**config.mk**
```make
export PLATFORM = sky130hd
export DESIGN_NAME = rand_blink_sequencer_flat
export DESIGN_NICKNAME = d
export VERILOG_FILES = /design/src/rtl/rand_blink_sequencer_pkg.sv /design/src/rtl/rand_blink_sequencer_if.sv /design/src/rtl/rand_blink_sequencer_tick_prescaler.sv /design/src/rtl/rand_blink_sequencer.sv /design/src/flat_wrapper.sv
export SDC_FILE = /design/constraint.sdc
export NUM_CORES = 1
export LEC_CHECK = 0
export CORE_AREA = 2 2 61 63
export DETAILED_ROUTE_END_ITERATION = 7
export DIE_AREA = 0 0 63 65
export PLACE_DENSITY = 0.72
export RECOVER_POWER = 50
export SYNTH_ARGS = -nofsm -noshare
export SYNTH_HDL_FRONTEND = slang
export SYNTH_SLANG_ARGS = --single-unit
export TNS_END_PERCENT = 100
```
**constraint.sdc**
```tcl
create_clock -name clk -period 1.57 [get_ports clk]
set_clock_uncertainty 0.05 [all_clocks]
set_input_delay 0.2355 -clock clk [delete_from_list [all_inputs] [get_ports clk]]
set_output_delay 0.2355 -clock clk [all_outputs]
set_load 0.01 [all_outputs]
```
**src/rtl/rand_blink_sequencer_pkg.sv**
```systemverilog
// -----------------------------------------------------------------------------
// blink_pkg
// Shared definitions for the random blink sequencer and its timing helpers:
//   - state_t        : sequencer FSM state encoding
//   - WARMUP_CYCLES  : cycles spent waiting for the LFSR to load its seed
//   - clog2_min1()   : ceil(log2(n)) clamped to at least 1, for counter widths
// -----------------------------------------------------------------------------
package blink_pkg;

    typedef enum logic [2:0] {
        IDLE   = 3'd0,
        WARMUP = 3'd1,
        LOAD   = 3'd2,
        COUNT  = 3'd3,
        UPDATE = 3'd4
    } state_t;

    localparam int WARMUP_CYCLES = 2;

    // Width helper: a counter for n values never collapses to zero bits.
    function automatic int clog2_min1(input int value);
        if (value <= 1) begin
            return 1;
        end else begin
            return $clog2(value);
        end
    endfunction

endpackage

```
**src/rtl/rand_blink_sequencer_if.sv**
```systemverilog
// -----------------------------------------------------------------------------
// rand_blink_sequencer_if
// Bundles the run request / LFSR word inputs and the LED / status outputs of
// the sequencer.
//   en, rand_in                          : driven by the master (control side)
//   lfsr_en, leds, update_pulse, lockup  : driven by the slave (sequencer)
// -----------------------------------------------------------------------------
interface rand_blink_sequencer_if #(
    parameter int RAND_WIDTH = 4,
    parameter int LED_COUNT  = 4
);
    logic                  en;
    logic [RAND_WIDTH-1:0] rand_in;
    logic                  lfsr_en;
    logic [LED_COUNT-1:0]  leds;
    logic                  update_pulse;
    logic                  lockup;

    modport master (
        output en,
        output rand_in,
        input  lfsr_en,
        input  leds,
        input  update_pulse,
        input  lockup
    );

    modport slave (
        input  en,
        input  rand_in,
        output lfsr_en,
        output leds,
        output update_pulse,
        output lockup
    );
endinterface

```
**src/rtl/rand_blink_sequencer_tick_prescaler.sv**
```systemverilog
// -----------------------------------------------------------------------------
// tick_prescaler
// Free-running divide-by-PRESCALE counter producing a one-cycle tick on wrap.
//   clk  : system clock
//   rst  : asynchronous, active-high reset
//   clr  : synchronous clear of the count (has priority over run)
//   run  : advance the count this cycle
//   tick : high during the cycle in which the count wraps (run && count==PRESCALE-1)
// With PRESCALE=1 the wrap value is 0, so the register never leaves 0 and a
// tick is produced on every run cycle.
// -----------------------------------------------------------------------------
module tick_prescaler
    import blink_pkg::*;
#(
    parameter int PRESCALE = 1000
) (
    input  logic clk,
    input  logic rst,
    input  logic clr,
    input  logic run,
    output logic tick
);
    localparam int PW = clog2_min1(PRESCALE);

    logic [PW-1:0] cnt_r;
    logic          at_wrap_s;

    assign at_wrap_s = (cnt_r == PW'(PRESCALE - 1));
    assign tick      = run & ~clr & at_wrap_s;

    // Prescale count: clear has priority, otherwise count up and wrap.
    always_ff @(posedge clk or posedge rst) begin
        if (rst) begin
            cnt_r <= {PW{1'b0}};
        end else if (clr) begin
            cnt_r <= {PW{1'b0}};
        end else if (run) begin
            if (at_wrap_s) begin
                cnt_r <= {PW{1'b0}};
            end else begin
                cnt_r <= cnt_r + PW'(1'b1);
            end
        end else begin
            cnt_r <= cnt_r;
        end
    end
endmodule

```
**src/rtl/rand_blink_sequencer.sv**
```systemverilog
// -----------------------------------------------------------------------------
// rand_blink_sequencer
// Consumer of the LFSR word. While running it keeps the LFSR enabled, samples
// a random word per blink to pick the interval (rand+MIN_UNITS units of
// PRESCALE clocks) and the LED to toggle, and flags the XNOR-LFSR all-ones
// lock-up after LOCK_LIMIT consecutive all-ones samples.
// Ports:
//   clk              : system clock
//   rst              : asynchronous, active-high reset
//   bus.en           : run request (level)
//   bus.rand_in      : LFSR output word
//   bus.lfsr_en      : LFSR enable, high in every state except IDLE (registered)
//   bus.leds         : LED drive (registered)
//   bus.update_pulse : one-cycle pulse on each LED toggle (registered)
//   bus.lockup       : sticky lock-up flag, cleared on rst or entry to IDLE
// -----------------------------------------------------------------------------
module rand_blink_sequencer
    import blink_pkg::*;
#(
    parameter int RAND_WIDTH = 4,
    parameter int LED_COUNT  = 4,
    parameter int PRESCALE   = 1000,
    parameter int MIN_UNITS  = 1,
    parameter int LOCK_LIMIT = 3
) (
    input  logic                  clk,
    input  logic                  rst,
    rand_blink_sequencer_if.slave bus
);
    // Unit counter wide enough for the largest interval (all-ones + MIN_UNITS).
    localparam int UW = $clog2(2**RAND_WIDTH + MIN_UNITS) + 1;
    localparam int SW = clog2_min1(LED_COUNT);
    localparam int LW = clog2_min1(LOCK_LIMIT + 1);

    state_t               state_r;
    state_t               state_nxt_s;
    logic                 wcnt_r;
    logic                 wcnt_nxt_s;
    logic [UW-1:0]        units_r;
    logic [UW-1:0]        units_nxt_s;
    logic [LW-1:0]        lock_cnt_r;
    logic [LW-1:0]        lock_cnt_nxt_s;
    logic [SW-1:0]        sel_r;
    logic [SW-1:0]        sel_nxt_s;
    logic [SW-1:0]        sel_src_s;
    logic [LED_COUNT-1:0] leds_r;
    logic [LED_COUNT-1:0] leds_nxt_s;
    logic                 pulse_r;
    logic                 pulse_nxt_s;
    logic                 lockup_r;
    logic                 lockup_nxt_s;
    logic                 lfsr_en_r;
    logic                 lfsr_en_nxt_s;
    logic                 pre_clr_s;
    logic                 pre_run_s;
    logic                 tick_s;

    tick_prescaler #(
        .PRESCALE (PRESCALE)
    ) u_prescaler (
        .clk  (clk),
        .rst  (rst),
        .clr  (pre_clr_s),
        .run  (pre_run_s),
        .tick (tick_s)
    );

    // A single LED needs no selection; the index stays 0.
    generate
        if (LED_COUNT > 1) begin : g_sel_rand
            assign sel_src_s = bus.rand_in[SW-1:0];
        end else begin : g_sel_fixed
            assign sel_src_s = {SW{1'b0}};
        end
    endgenerate

    // Next-state and next-output logic for the blink sequencer.
    always_comb begin
        state_nxt_s    = state_r;
        wcnt_nxt_s     = wcnt_r;
        units_nxt_s    = units_r;
        lock_cnt_nxt_s = lock_cnt_r;
        sel_nxt_s      = sel_r;
        leds_nxt_s     = leds_r;
        pulse_nxt_s    = 1'b0;
        lockup_nxt_s   = lockup_r;
        pre_clr_s      = 1'b0;
        pre_run_s      = 1'b0;

        if ((state_r != IDLE) && !bus.en) begin
            // Run request withdrawn: abandon the interval, drop any pending
            // toggle and return everything to the idle values.
            state_nxt_s    = IDLE;
            wcnt_nxt_s     = 1'b0;
            units_nxt_s    = {UW{1'b0}};
            lock_cnt_nxt_s = {LW{1'b0}};
            sel_nxt_s      = {SW{1'b0}};
            leds_nxt_s     = {LED_COUNT{1'b0}};
            lockup_nxt_s   = 1'b0;
            pre_clr_s      = 1'b1;
        end else begin
            case (state_r)
                IDLE: begin
                    wcnt_nxt_s     = 1'b0;
                    units_nxt_s    = {UW{1'b0}};
                    lock_cnt_nxt_s = {LW{1'b0}};
                    leds_nxt_s     = {LED_COUNT{1'b0}};
                    lockup_nxt_s   = 1'b0;
                    pre_clr_s      = 1'b1;
                    if (bus.en) begin
                        state_nxt_s = WARMUP;
                    end else begin
                        state_nxt_s = IDLE;
                    end
                end

                WARMUP: begin
                    // Gives the LFSR its seed-load cycle before the first sample.
                    if (wcnt_r == 1'(WARMUP_CYCLES - 1)) begin
                        wcnt_nxt_s  = 1'b0;
                        state_nxt_s = LOAD;
                    end else begin
                        wcnt_nxt_s  = wcnt_r + 1'b1;
                    end
                end

                LOAD: begin
                    units_nxt_s = UW'(bus.rand_in) + UW'(MIN_UNITS);
                    sel_nxt_s   = sel_src_s;
                    pre_clr_s   = 1'b1;
                    if (&bus.rand_in) begin
                        if (lock_cnt_r < LW'(LOCK_LIMIT)) begin
                            lock_cnt_nxt_s = lock_cnt_r + LW'(1'b1);
                        end else begin
                            lock_cnt_nxt_s = lock_cnt_r;
                        end
                    end else begin
                        lock_cnt_nxt_s = {LW{1'b0}};
                    end
                    // Set in the same LOAD in which the count reaches the limit.
                    if (lock_cnt_nxt_s >= LW'(LOCK_LIMIT)) begin
                        lockup_nxt_s = 1'b1;
                    end else begin
                        lockup_nxt_s = lockup_r;
                    end
                    state_nxt_s = COUNT;
                end

                COUNT: begin
                    pre_run_s = 1'b1;
                    if (tick_s) begin
                        if (units_r == UW'(1'b1)) begin
                            // Toggle and pulse are registered on the way into
                            // UPDATE so both are visible during that cycle.
                            state_nxt_s       = UPDATE;
                            leds_nxt_s[sel_r] = ~leds_r[sel_r];
                            pulse_nxt_s       = 1'b1;
                        end else begin
                            units_nxt_s = units_r - UW'(1'b1);
                        end
                    end else begin
                        units_nxt_s = units_r;
                    end
                end

                UPDATE: begin
                    state_nxt_s = LOAD;
                end

                default: begin
                    state_nxt_s = IDLE;
                    pre_clr_s   = 1'b1;
                end
            endcase
        end

        lfsr_en_nxt_s = (state_nxt_s != IDLE);
    end

    // FSM state register.
    always_ff @(posedge clk or posedge rst) begin
        if (rst) begin
            state_r <= IDLE;
        end else begin
            state_r <= state_nxt_s;
        end
    end

    // Datapath and output registers.
    always_ff @(posedge clk or posedge rst) begin
        if (rst) begin
            wcnt_r     <= 1'b0;
            units_r    <= {UW{1'b0}};
            lock_cnt_r <= {LW{1'b0}};
            sel_r      <= {SW{1'b0}};
            leds_r     <= {LED_COUNT{1'b0}};
            pulse_r    <= 1'b0;
            lockup_r   <= 1'b0;
            lfsr_en_r  <= 1'b0;
        end else begin
            wcnt_r     <= wcnt_nxt_s;
            units_r    <= units_nxt_s;
            lock_cnt_r <= lock_cnt_nxt_s;
            sel_r      <= sel_nxt_s;
            leds_r     <= leds_nxt_s;
            pulse_r    <= pulse_nxt_s;
            lockup_r   <= lockup_nxt_s;
            lfsr_en_r  <= lfsr_en_nxt_s;
        end
    end

    assign bus.lfsr_en      = lfsr_en_r;
    assign bus.leds         = leds_r;
    assign bus.update_pulse = pulse_r;
    assign bus.lockup       = lockup_r;
endmodule

```
**src/flat_wrapper.sv**
```systemverilog
// flat-port wrapper written by rule: the top's interface ports become plain ports
module rand_blink_sequencer_flat import blink_pkg::*;
#(
    parameter int RAND_WIDTH = 4,
    parameter int LED_COUNT  = 4,
    parameter int PRESCALE   = 1000,
    parameter int MIN_UNITS  = 1,
    parameter int LOCK_LIMIT = 3
)
  (clk, rst, bus_en, bus_rand_in, bus_lfsr_en, bus_leds, bus_update_pulse, bus_lockup);
  rand_blink_sequencer_if #(.RAND_WIDTH(RAND_WIDTH), .LED_COUNT(LED_COUNT)) bus_i ();
  input  logic clk;
  input  logic rst;
  input wire logic [$bits(bus_i.en)-1:0] bus_en;
  input wire logic [$bits(bus_i.rand_in)-1:0] bus_rand_in;
  output wire logic [$bits(bus_i.lfsr_en)-1:0] bus_lfsr_en;
  output wire logic [$bits(bus_i.leds)-1:0] bus_leds;
  output wire logic [$bits(bus_i.update_pulse)-1:0] bus_update_pulse;
  output wire logic [$bits(bus_i.lockup)-1:0] bus_lockup;
  assign bus_i.en = bus_en;
  assign bus_i.rand_in = bus_rand_in;
  assign bus_lfsr_en = bus_i.lfsr_en;
  assign bus_leds = bus_i.leds;
  assign bus_update_pulse = bus_i.update_pulse;
  assign bus_lockup = bus_i.lockup;
  rand_blink_sequencer #(.RAND_WIDTH(RAND_WIDTH), .LED_COUNT(LED_COUNT), .PRESCALE(PRESCALE), .MIN_UNITS(MIN_UNITS), .LOCK_LIMIT(LOCK_LIMIT)) u_core (.clk(clk), .rst(rst), .bus(bus_i));
endmodule
```
Yosys cells after proc, flatten, opt, wreduce, memory -nomap -nowiden
Cells that the tools add are included.

word-level totals
  register bits after elaboration = 31
  output and inout port bits = 7
  word-level logic and storage cells = 94

operators by class
  add/sub/neg operators = 5
  equality and inequality tests = 10
  magnitude comparators = 4
  bitwise gates (word level) = 4
  multiplexer cells = 44
  reduce and logical (&&, ||, !) cells = 17

operator list
  operator               number
  $mux 10                3
  $mux 6                 3
  $pmux 6 s3             1
  $mux 1                 15
  $pmux 3 s5             1
  $reduce_bool 3->1      5
  $mux 2                 7
  $mux 3                 4
  $mux 4                 3
  $add 10x1->10 const B  1
  $eq 10x10->1 const B   1
  $ne 3x1->1 const B     3
  $pmux 4 s2             1
  $eq 3x2->1 const B     2
  $eq 6x1->1 const B     1
  $reduce_and 3->1       2
  $sub 6x1->6 const B    1
  $add 4x1->5 const B    1
  $bwmux 4               1
  $pmux 1 s2             2
  $pmux 2 s2             1
  $reduce_and 4->1       1
  $reduce_bool 2->1      2
  $reduce_bool 4->1      1
  other kinds (18)       21

Logic depth before layout (Yosys ltp)
Gate-level depths: netlist of the first run.

  word-level depth = 11
  mapped depth = 7
  gate-level depth less buffers = 7

Cells and area by module
Synthesis of the first run repeated with hierarchy kept, for this count alone.

unflattened totals
  cell total of the unflattened synthesis = 192
  area, all modules = 1814.2 um^2

by module, submodules not included
  module                sequential area each (um^2)  cells an instance  times used  area each (um^2)
  rand_blink_sequencer  525.5                        133                1           1246.2
  tick_prescaler        250.2                        59                 1           568.0

Worst setup path before layout of the first run
OpenSTA, ideal clock, no wires.

  path kind = flip-flop to flip-flop
  from = register u_core.u_prescaler.cnt_r[0]
  to = register u_core.units_r[2]
  data required time = 1.425 ns
  setup slack = -0.094 ns
  data arrival time = 1.518 ns
  clock period less this slack = 1.664 ns
  buffers on the path = 0
  stages on the path, launching flop included = 7
  path through = dfrtp_1 > ha_1 > and4bb_2 > and4_1 > a21oi_4 > o21ai_0 > o31ai_1

between the ends
  word-level cells in the longest chain between the ends = 4

ends and longest elaborated chain
  item                        RTL line                                   source
  start, declared             rand_blink_sequencer_tick_prescaler.sv:25  logic [PW-1:0] cnt_r;
  start signal, assigned      rand_blink_sequencer_tick_prescaler.sv:34  cnt_r <= {PW{1'b0}};
  start signal, assigned      rand_blink_sequencer_tick_prescaler.sv:36  cnt_r <= {PW{1'b0}};
  start signal, assigned      rand_blink_sequencer_tick_prescaler.sv:39  cnt_r <= {PW{1'b0}};
  $eq 10x10->1                rand_blink_sequencer_tick_prescaler.sv:28  assign at_wrap_s = (cnt_r == PW'(PRESCALE - 1));
  $and 1x1->1                 rand_blink_sequencer_tick_prescaler.sv:29  assign tick = run & ~clr & at_wrap_s;
  $ne 3x1->1 (no line)        n/a
  $reduce_and 3->1 (no line)  n/a
  end signal, assigned        rand_blink_sequencer.sv:193                units_r <= {UW{1'b0}};
  end signal, assigned        rand_blink_sequencer.sv:202                units_r <= units_nxt_s;
  end, declared               rand_blink_sequencer.sv:39                 logic [UW-1:0] units_r;

Every way passes these cells.
A chain may end at the register's enable or synchronous reset.

Worst setup path in the final report of the first run
  from = register u_core.u_prescaler.cnt_r[0]
  to = register u_core.units_r[5]

Same word-level chain as after synthesis.

==> results of run 1 <==
-- where the power goes --
group	internal [W]	switching [W]
registers	0.000810	0.0000146
logic	0.0000796	0.000119
clock network	0.000376	0.000309
-- flip-flops by register name, indices dropped and copies added, names as in the netlist --
name and count:
u_core.bus.lfsr_en 1, u_core.bus.leds 4, u_core.u_prescaler.cnt_r 10, u_core.bus.lockup 1, u_core.sel_r 2, u_core.wcnt_r 1
u_core.bus.update_pulse 1, u_core.units_r 6, u_core.lock_cnt_r 2, u_core.state_r 3
-- timing repair --
action / 4_1_cts / 5_1_grt
buffers inserted: 1 / 2
pin swaps: 7 / 5
cloned: 1 / 1
endpoints found under the setup margin: 23 / 27
gates resized for setup: 18 / 14
-- through the flow --
stage | TNS, ns | hold slack (ns) | setup WS, ns | cell area [sq um]
3_3_place_gp | -0.907 | 0.434 | -0.0875 | 2050
3_5_place_dp | -2.01 | 0.454 | -0.189 | 2050
4_1_cts | -0.487 | 0.208 | -0.0706 | 2230
6_report | -0.650 | 0.471 | -0.111 | 2300
2_1_floorplan | -0.204 | 0.289 | -0.0344 | 1700
5_1_grt | -1.35 | 0.502 | -0.148 | 2300
-- area by class of cell --
cell class / instances / area share [%]
well taps: 48 / 2.61
flip-flops and latches: 31 / 33.8
inverters: 9 / 1.47
clock buffers: 6 / 2.23
clock inverters: 2 / 1.52
multi-input cells: 141 / 43.5
repair buffers: 41 / 14.9
-- cell families after synthesis --
group	after synthesis	synth area share, %
and+or+nand+nor	82	26.4
xor gates and xnor gates	13	6.72
DFF	31	45.8
buffers and inverters	14	3.62
AOI/OAI and AO/OA	40	14.5
adders and majority gates	4	2.95
-- critical path: stages, from the launching register on --
cell      delay (ns)
dfrtp_1         0.38
ha_2            0.18
and4bb_4        0.30
and4_4          0.29
nand4_1         0.13
xor2_1          0.17
nor2_1          0.05
-- worst max path at each step --
stage / end / slack [ns] / cells after the start
after global placement: u_core.lock_cnt_r[1] / -0.09 / 6
after floorplan: u_core.units_r[2] / -0.03 / 6
after global routing: u_core.units_r[5] / -0.15 / 6
after CTS: u_core.units_r[5] / -0.07 / 6
after detailed placement: u_core.units_r[4] / -0.19 / 6
final: u_core.units_r[5] / -0.11 / 6
-- Yosys cell counts, types with 2 or more instances --
| cell type | n |
|---|---|
| nor4_1 | 4 |
| and2_1 | 3 |
| ha_1 | 4 |
| nor3_1 | 4 |
| a21boi_0 | 2 |
| clkbuf_1 | 3 |
| nand2_1 | 14 |
| xor2_1 | 3 |
| nor2_1 | 28 |
| o21ai_0 | 17 |
| a21oi_1 | 7 |
| nand3_1 | 6 |
| or3_1 | 2 |
| inv_1 | 9 |
| a31oi_1 | 2 |
| o31ai_1 | 5 |
| nand2b_1 | 3 |
| o21ai_1 | 2 |
| dfrtp_1 | 31 |
| xnor2_1 | 10 |
| nand4_1 | 4 |
| and4_1 | 2 |
-- metal layers --
metal	routed length [um]	part of all wire [%]	global-route usage, %	vias up
met5	0	0	0	-
met4	87	2.0	11.1	0
met3	184	4.3	6.08	10
met2	2130	50	39.0	51
met1	1880	44	28.5	759
li1	-	-	-	739
==> flow_summary_export.csv, run 1 <==
group,metric,value,unit
outcome,status,"finished with violations",
outcome,violations,"setup timing",
clock_tree,cts_made_buffers,5,
finish,layout-drive-gt1-share,27.8,%
synth,synth.avg_cell_area,9.21,sq um
route,initialDrtViolationCount,106,
finish,final_util,65.7,%
global_routing,grt_use_total,23.5,%
route,wire_per_inst,15.4,um
global_routing,antenna_found_initial,0,
setup_path,cp-end-kind,"flip-flop",
finish,final_common_cell,"dfrtp_1",
global_routing,first_global_vias,1566,
sta,slew_headroom,47.9,%
finish,multi_input_area,1000,sq um
setup_path,crit_type,"flip-flop to flip-flop",
sta,finalCritPeriodShare,107,%
floorplan,ios,14,
sta,fmax,595,MHz
clock_tree,holdBufCountCts,0,
finish,ff_latch_area,776,sq um
route,drc_errors,0,
global_routing,grt_max_degree,32,
synth,syn_inst,184,
setup_path,path_max_fanout,4,
synth,yosys.area.top_type,"dfrtp_1",
global_routing,grt.overflow.total,0,
placement,place_inst,265,
placement,place_congestion,0.855,
synth,synth-async-reset-ratio,100,%
floorplan,die_height,65,um
setup_path,r2r_slack,-0.11,ns
global_routing,grt_pass1_wl,7350,um
placement,hpwl,2860,um
route,vias,1559,
synth,synth.top_cell.area_share,45.8,%
floorplan,initial_core_util,48.5,%
route,dr.pass1.iters,4,
setup_path,critPathLaunch,"u_core.u_prescaler.cnt_r[0]",
clock_tree,clockBufferDepth,2,
finish,fillers,299,
power_and_ir_drop,total_leakage_power,1.03,nW
synth,ys_seq_area_share,45.8,%
clock_tree,clock_latency,0.36,ns
sta,finalSetupViolCount,12,
power_and_ir_drop,total_power,0.00171,W
synth,synthesis.area,1690,sq um
route,vias_per_cell,5.61,
floorplan,fp-row-count,22,
setup_path,critPathRequiredTime,1.76,ns
sta,max_slew.worst_pin.slew,0.782,ns
synth,yosysWarnings,0,
sta,hold_violations,0,
clock_tree,htreeDepth,2,
power_and_ir_drop,ir_drop,0.461,mV
setup_path,reg2reg_depth,6,
finish,final_cell_mix,"dfrtp_1 (31), buf_4 (27), nor2_1 (26)",
route,ant_nets,0,
min_path,hold_path_class,"primary input to asynchronous set/reset pin",
finish,antennaDiodeCount,0,
clock_tree,numClockSinks,31,
setup_path,timing.rr.end,"u_core.units_r[5]",
route,wl,4280,um
setup_path,reg2reg_from,"u_core.u_prescaler.cnt_r[0]",
placement,port_buffers,13,
sta,fin_crit,1.68,ns
finish,instances_no_fill,278,
synth,synth_nets,195,
power_and_ir_drop,cellPowerDensity,743,nW/um^2
sta,slew_violations,0,
sta,layout_setup_ws,-0.111,ns
clock_tree,tritoncts,"done",
sta,rsz0062_at_grt,"true",
synth,synth_ff_type,"dfrtp_1",
finish,areaGrowthSynthToFinish,35.7,%
synth,synth_edf_count,0,
floorplan,coreArea,3500,sq um
floorplan,die_w,63,um
synth,ys_ff_latch,31,
setup_path,cp.arrival,1.87,ns
flow_run,cap_violations,0,
clock_tree,clk_pin_slew_worst_paths,0.11,ns
clock_tree,cts_root_buffer,"clkbuf_4",
setup_path,start_kind,"flip-flop",
floorplan,die-area,4100,sq um
synth,ys_types,41,
synth,ys_top_cells_by_area,"dfrtp_1 (46%), nor2_1 (6.2%), xnor2_1 (5.2%)",
finish,finalNetCount,240,
No activity file was read; power rests on OpenSTA's default activity.
==> inputs of run 2 (changes only) <==
- CELL_PAD_IN_SITES_DETAIL_PLACEMENT: unset -> 1
- CELL_PAD_IN_SITES_GLOBAL_PLACEMENT: unset -> 1
- CORE_AREA: 2 2 61 63 -> 2 2 69 71
- DIE_AREA: 0 0 63 65 -> 0 0 71 73
- PLACE_DENSITY: 0.72 -> unset
- PLACE_DENSITY_LB_ADDON: unset -> 0.1
==> flow_summary_export.csv, run 2 (synthesized netlist as in run 1, its figures left out) <==
group,metric,value,unit
outcome,status,"finished with violations",
outcome,violations,"setup timing",
global_routing,first_global_vias,1760,
setup_path,crit_family,"simple AND/OR/NAND/NOR gates",
power_and_ir_drop,p_switching,0.000459,W
global_routing,antenna_found_initial,0,
clock_tree,tritoncts,"done",
route,wire_per_inst,17.1,um
setup_path,start_kind,"flip-flop",
power_and_ir_drop,p_int,0.00142,W
placement,place_congestion,0.749,
sta,fin_crit,1.69,ns
route,ant_nets,0,
power_and_ir_drop,total_power,0.00188,W
sta,slew_headroom,46.7,%
setup_path,crit_chain,"and3b_2 -> nand4_4 -> nor4_2 -> xnor2_1 -> nor2_1",
power_and_ir_drop,total_leakage_power,0.980,nW
floorplan,die-area,5180,sq um
finish,areaGrowthSynthToFinish,42.0,%
sta,slew_violations,0,
power_and_ir_drop,p_seq_share,44.1,%
clock_tree,cts_made_buffers,5,
sta,holdWs,0.484,ns
finish,final_cell_mix,"buf_4 (28), dfrtp_1 (28), nor2_1 (24)",
route,vias,1541,
route,vias_per_cell,5.41,
clock_tree,clk_pin_slew_worst_paths,0.07,ns
placement,place_inst,274,
clock_tree,cts_root_buffer,"clkbuf_8",
setup_path,critPathRequiredTime,1.68,ns
sta,finalSetupViolCount,8,
setup_path,cp_slowest_cell,"dfrtp_2",
min_path,hold_path_class,"flip-flop to flip-flop",
finish,fillers,497,
power_and_ir_drop,comb_power_share,11.8,%
sta,fmax,592,MHz
setup_path,max_stage_delay,0.47,ns
route,initialDrtViolationCount,51,
finish,antennaDiodeCount,0,
setup_path,crit_type,"flip-flop to flip-flop",
global_routing,grt_pass1_wl,8360,um
placement,port_buffers,13,
finish,instances_no_fill,285,
clock_tree,htreeDepth,2,
route,wl,4880,um
floorplan,initial_core_util,37.4,%
floorplan,ios,14,
power_and_ir_drop,switching_share,24.5,%
finish,largest_reg_flops,10,
floorplan,die_w,71,um
route,drc_errors,0,
floorplan,die_height,73,um
placement,hpwl,3520,um
clock_tree,holdBufCountCts,0,
clock_tree,clockBufferDepth,2,
finish,finalNetCount,241,
global_routing,grt.overflow.total,0,
setup_path,worst-path-buf-inv,0,
power_and_ir_drop,clkPwrFrac,44.1,%
floorplan,coreArea,4540,sq um
finish,layout-drive-gt1-share,32.5,%
sta,max_slew.worst_pin.slew,0.800,ns
sta,hold_violations,0,
power_and_ir_drop,ir_drop,0.566,mV
clock_tree,numClockSinks,31,
global_routing,grt_max_degree,32,
floorplan,fp-row-count,25,
power_and_ir_drop,cellPowerDensity,780,nW/um^2
sta,layout_setup_ws,-0.120,ns
setup_path,path_max_fanout,5,
setup_path,cp-end-kind,"flip-flop",
clock_tree,clock_latency,0.29,ns
sta,finalCritPeriodShare,108,%
finish,regMostFlops,"u_core.u_prescaler.cnt_r",
global_routing,grt_use_total,20.8,%
sta,rsz0062_at_grt,"true",
route,dr.pass1.iters,4,
flow_run,cap_violations,0,
setup_path,cp.arrival,1.80,ns
[run 2: changes by cell type in the layout (fill, tap and decap cells not counted), moves of 3 or more]
cell / delta
clkdlybuf4s50_1: +5
dlymetal6s2s_1: -3
dfrtp_1: -3
dfrtp_2: +3
clkbuf_8: +5
clkbuf_4: -5
[run 2: worst register-to-register path, stage by stage (launching register included)]
cell     delay, ns
dfrtp_2       0.47
and3b_2       0.35
nand4_4       0.19
nor4_2        0.29
xnor2_1       0.17
nor2_1        0.06
[run 2: power groups by stage]
stage | combinational [W] | clock, W | sequential [W]
after global routing | 0.000246 | 0.000884 | 0.000829
after CTS | 0.000207 | 0.000842 | 0.000824
after detailed placement | 0.000190 | 0 | 0.000838
after floorplan | 0.000100 | 0 | 0.000836
final | 0.000221 | 0.000828 | 0.000827
after global placement | 0.000182 | 0 | 0.000837
[run 2: what timing repair did]
| action | in CTS | in global routing |
|---|---|---|
| setup buffers | 2 | 0 |
| endpoints found under the setup margin | 23 | 25 |
| gates resized for setup | 14 | 28 |
| cloned | 1 | 0 |
| pin swaps | 9 | 6 |
[run 2: routing by layer]
metal / share of wire, % / GRT usage (%) / vias to the layer above
li1: - / - / 741
met1: 43 / 25.1 / 769
met2: 53 / 36.8 / 18
met3: 1.9 / 3.18 / 13
met4: 2.3 / 9.22 / 0
met5: 0 / 0 / -
[run 2: cell type report]
class | instances | area [sq um] | area share, %
Timing Repair Buffer | 43 | 357 | 14.8
Sequential cell | 31 | 779 | 32.4
Tap cell | 54 | 67.6 | 2.81
Clock inverter | 2 | 35.0 | 1.46
Inverter | 9 | 33.8 | 1.40
Multi-Input combinational cell | 140 | 1050 | 43.7
Clock buffer | 6 | 82.6 | 3.43
[run 2: final timing paths]
path / slack [ns] / depth (start not counted) / to / from
setup / recovery: -0.12 / 5 / u_core.bus.leds[0] / u_core.state_r[2]
hold / removal: 0.48 / 2 / u_core.bus.lockup / u_core.bus.lockup
setup reg to reg: -0.12 / 5 / u_core.bus.leds[0] / u_core.state_r[2]
hold reg to reg: 0.48 / 2 / u_core.bus.lockup / u_core.bus.lockup
max in group asynchronous: 0.33 / 3 / u_core.units_r[0] / rst
min in group asynchronous: 0.59 / 3 / u_core.u_prescaler.cnt_r[6] / rst
[run 2: stage by stage]
step / area (sq um) / util, % / setup TNS [ns] / setup WS (ns)
final: 2410 / 53.0 / -0.314 / -0.120
after CTS: 2280 / 50.3 / -0.375 / -0.0824
after global placement: 2080 / 45.9 / -1.24 / -0.153
after floorplan: 1700 / - / -0.204 / -0.0344
after global routing: 2410 / 53.0 / -1.10 / -0.185
after detailed placement: 2080 / 45.9 / -2.68 / -0.266
==> inputs of run 3 (changes only) <==
- CTS_CLUSTER_DIAMETER: unset -> 60
- SKIP_CTS_REPAIR_TIMING: unset -> 1
==> flow_summary_export.csv, run 3 (synthesized netlist as in run 1, its figures left out) <==
group,metric,value,unit
sta,max_slew.worst_pin.slew,0.792,ns
clock_tree,htreeDepth,2,
power_and_ir_drop,total_leakage_power,0.948,nW
global_routing,first_global_vias,1687,
global_routing,antenna_found_initial,0,
outcome,status,"finished with violations",
flow_run,cap_violations,0,
global_routing,grt_pass1_wl,8000,um
route,vias_per_cell,5.29,
global_routing,grt_max_degree,32,
sta,finalCritPeriodShare,105,%
setup_path,worst-path-buf-inv,0,
sta,layout_setup_ws,-0.0741,ns
setup_path,crit_type,"flip-flop to flip-flop",
sta,fin_crit,1.64,ns
finish,areaGrowthSynthToFinish,39.8,%
global_routing,grt.overflow.total,0,
route,dr.pass1.iters,4,
setup_path,timing.rr.end,"u_core.bus.leds[3]",
clock_tree,tritoncts,"done",
placement,place_congestion,0.749,
finish,layout-drive-gt1-share,32.2,%
setup_path,crit_chain,"ha_2 -> and4bb_4 -> nand4_4 -> nor4_2 -> xnor2_1 -> nor2_1",
global_routing,grt_use_total,19.9,%
floorplan,initial_core_util,37.4,%
setup_path,cp-endpoint,"u_core.bus.leds[3]",
clock_tree,clk_pin_slew_worst_paths,0.07,ns
route,initialDrtViolationCount,35,
setup_path,reg2reg_from,"u_core.u_prescaler.cnt_r[0]",
route,vias,1502,
placement,place_area,2080,sq um
route,wl,4830,um
floorplan,fp-row-count,25,
power_and_ir_drop,ir_drop,0.588,mV
setup_path,cp.arrival,1.75,ns
sta,slew_headroom,47.2,%
sta,finalSetupViolCount,12,
route,drc_errors,0,
outcome,violations,"setup timing",
setup_path,path_max_fanout,4,
floorplan,ios,14,
clock_tree,cts_made_buffers,5,
setup_path,r2r_slack,-0.07,ns
route,wire_per_inst,17.0,um
finish,finalNetCount,240,
finish,final_common_cell,"dfrtp_1",
sta,holdWs,0.484,ns
setup_path,critPathRequiredTime,1.67,ns
floorplan,die_height,73,um
finish,antennaDiodeCount,0,
finish,fillers,483,
sta,rsz0062_at_grt,"true",
setup_path,reg2reg_depth,6,
finish,finalInstanceArea,2370,sq um
setup_path,cp-end-kind,"flip-flop",
route,ant_nets,0,
finish,regMostFlops,"u_core.u_prescaler.cnt_r",
setup_path,cp_num_cells,6,
placement,hpwl,3520,um
clock_tree,clockBufferDepth,2,
setup_path,cp_slowest_cell,"dfrtp_1",
setup_path,start_kind,"flip-flop",
sta,fmax,608,MHz
sta,slew_violations,0,
finish,largest_reg_flops,10,
placement,port_buffers,13,
power_and_ir_drop,cellPowerDensity,783,nW/um^2
min_path,hold_path_class,"flip-flop to flip-flop",
finish,final_cell_mix,"dfrtp_1 (30), buf_4 (27), nor2_1 (23)",
setup_path,critPathLaunch,"u_core.u_prescaler.cnt_r[0]",
floorplan,die-area,5180,sq um
floorplan,die_w,71,um
clock_tree,cts_root_buffer,"clkbuf_8",
setup_path,max_stage_delay,0.36,ns
clock_tree,clock_latency,0.28,ns
clock_tree,numClockSinks,31,
finish,final_util,52.2,%
floorplan,coreArea,4540,sq um
sta,hold_violations,0,
setup_path,crit_family,"simple AND/OR/NAND/NOR gates",
[run 3: worst min-delay path by stage]
stage	startpoint	end	slack [ns]	cells past startpoint
floorplan	rst	u_core.bus.leds[0]	0.29	1
global placement	u_core.bus.lockup	u_core.bus.lockup	0.45	2
detailed placement	u_core.bus.lockup	u_core.bus.lockup	0.48	2
CTS	rst	u_core.bus.lfsr_en	0.34	3
global route	u_core.bus.lockup	u_core.bus.lockup	0.52	2
finish	u_core.bus.lockup	u_core.bus.lockup	0.48	2
[run 3: tightest hold or removal path: cells and delay by family, from the launching register on]
kind / cells / cell delay, ns
AOI/OAI and AO/OA: 1 / 0.04
and+or+nand+nor: 1 / 0.10
DFF: 1 / 0.35
[run 3: final cells by class]
class                      count  area [sq um]  area share, %
tap                           54          67.6           2.85
sequential                    31           777           32.8
clock buffer                   6          82.6           3.49
timing repair buffer          42           349           14.7
clock inverter                 2          35.0           1.48
multi-input combinational    140          1020           43.2
inverter                       9          33.8           1.43
[run 3: per-layer routing]
layer / track usage [%] / vias up / routed length, um
met5: 0 / - / 0
met4: 6.50 / 0 / 10
met3: 4.70 / 2 / 114
met2: 34.1 / 17 / 2600
met1: 25.0 / 745 / 2100
li1: - / 738 / -
[run 3: per-stage QoR]
stage | TNS (ns) | setup slack, ns | power [W] | cells
6_report | -0.348 | -0.0741 | 0.00185 | 284
5_1_grt | -2.07 | -0.202 | 0.00195 | 284
4_1_cts | -1.57 | -0.140 | 0.00186 | 282
3_5_place_dp | -2.68 | -0.266 | 0.00103 | 274
3_3_place_gp | -1.24 | -0.153 | 0.00102 | 274
2_1_floorplan | -0.204 | -0.0344 | 0.000936 | 184
[run 3: power breakdown]
part | total, W | internal (W) | switching (W)
sequential | 0.000827 | 0.000811 | 0.0000156
combinational | 0.000212 | 0.0000863 | 0.000125
clock | 0.000815 | 0.000513 | 0.000302
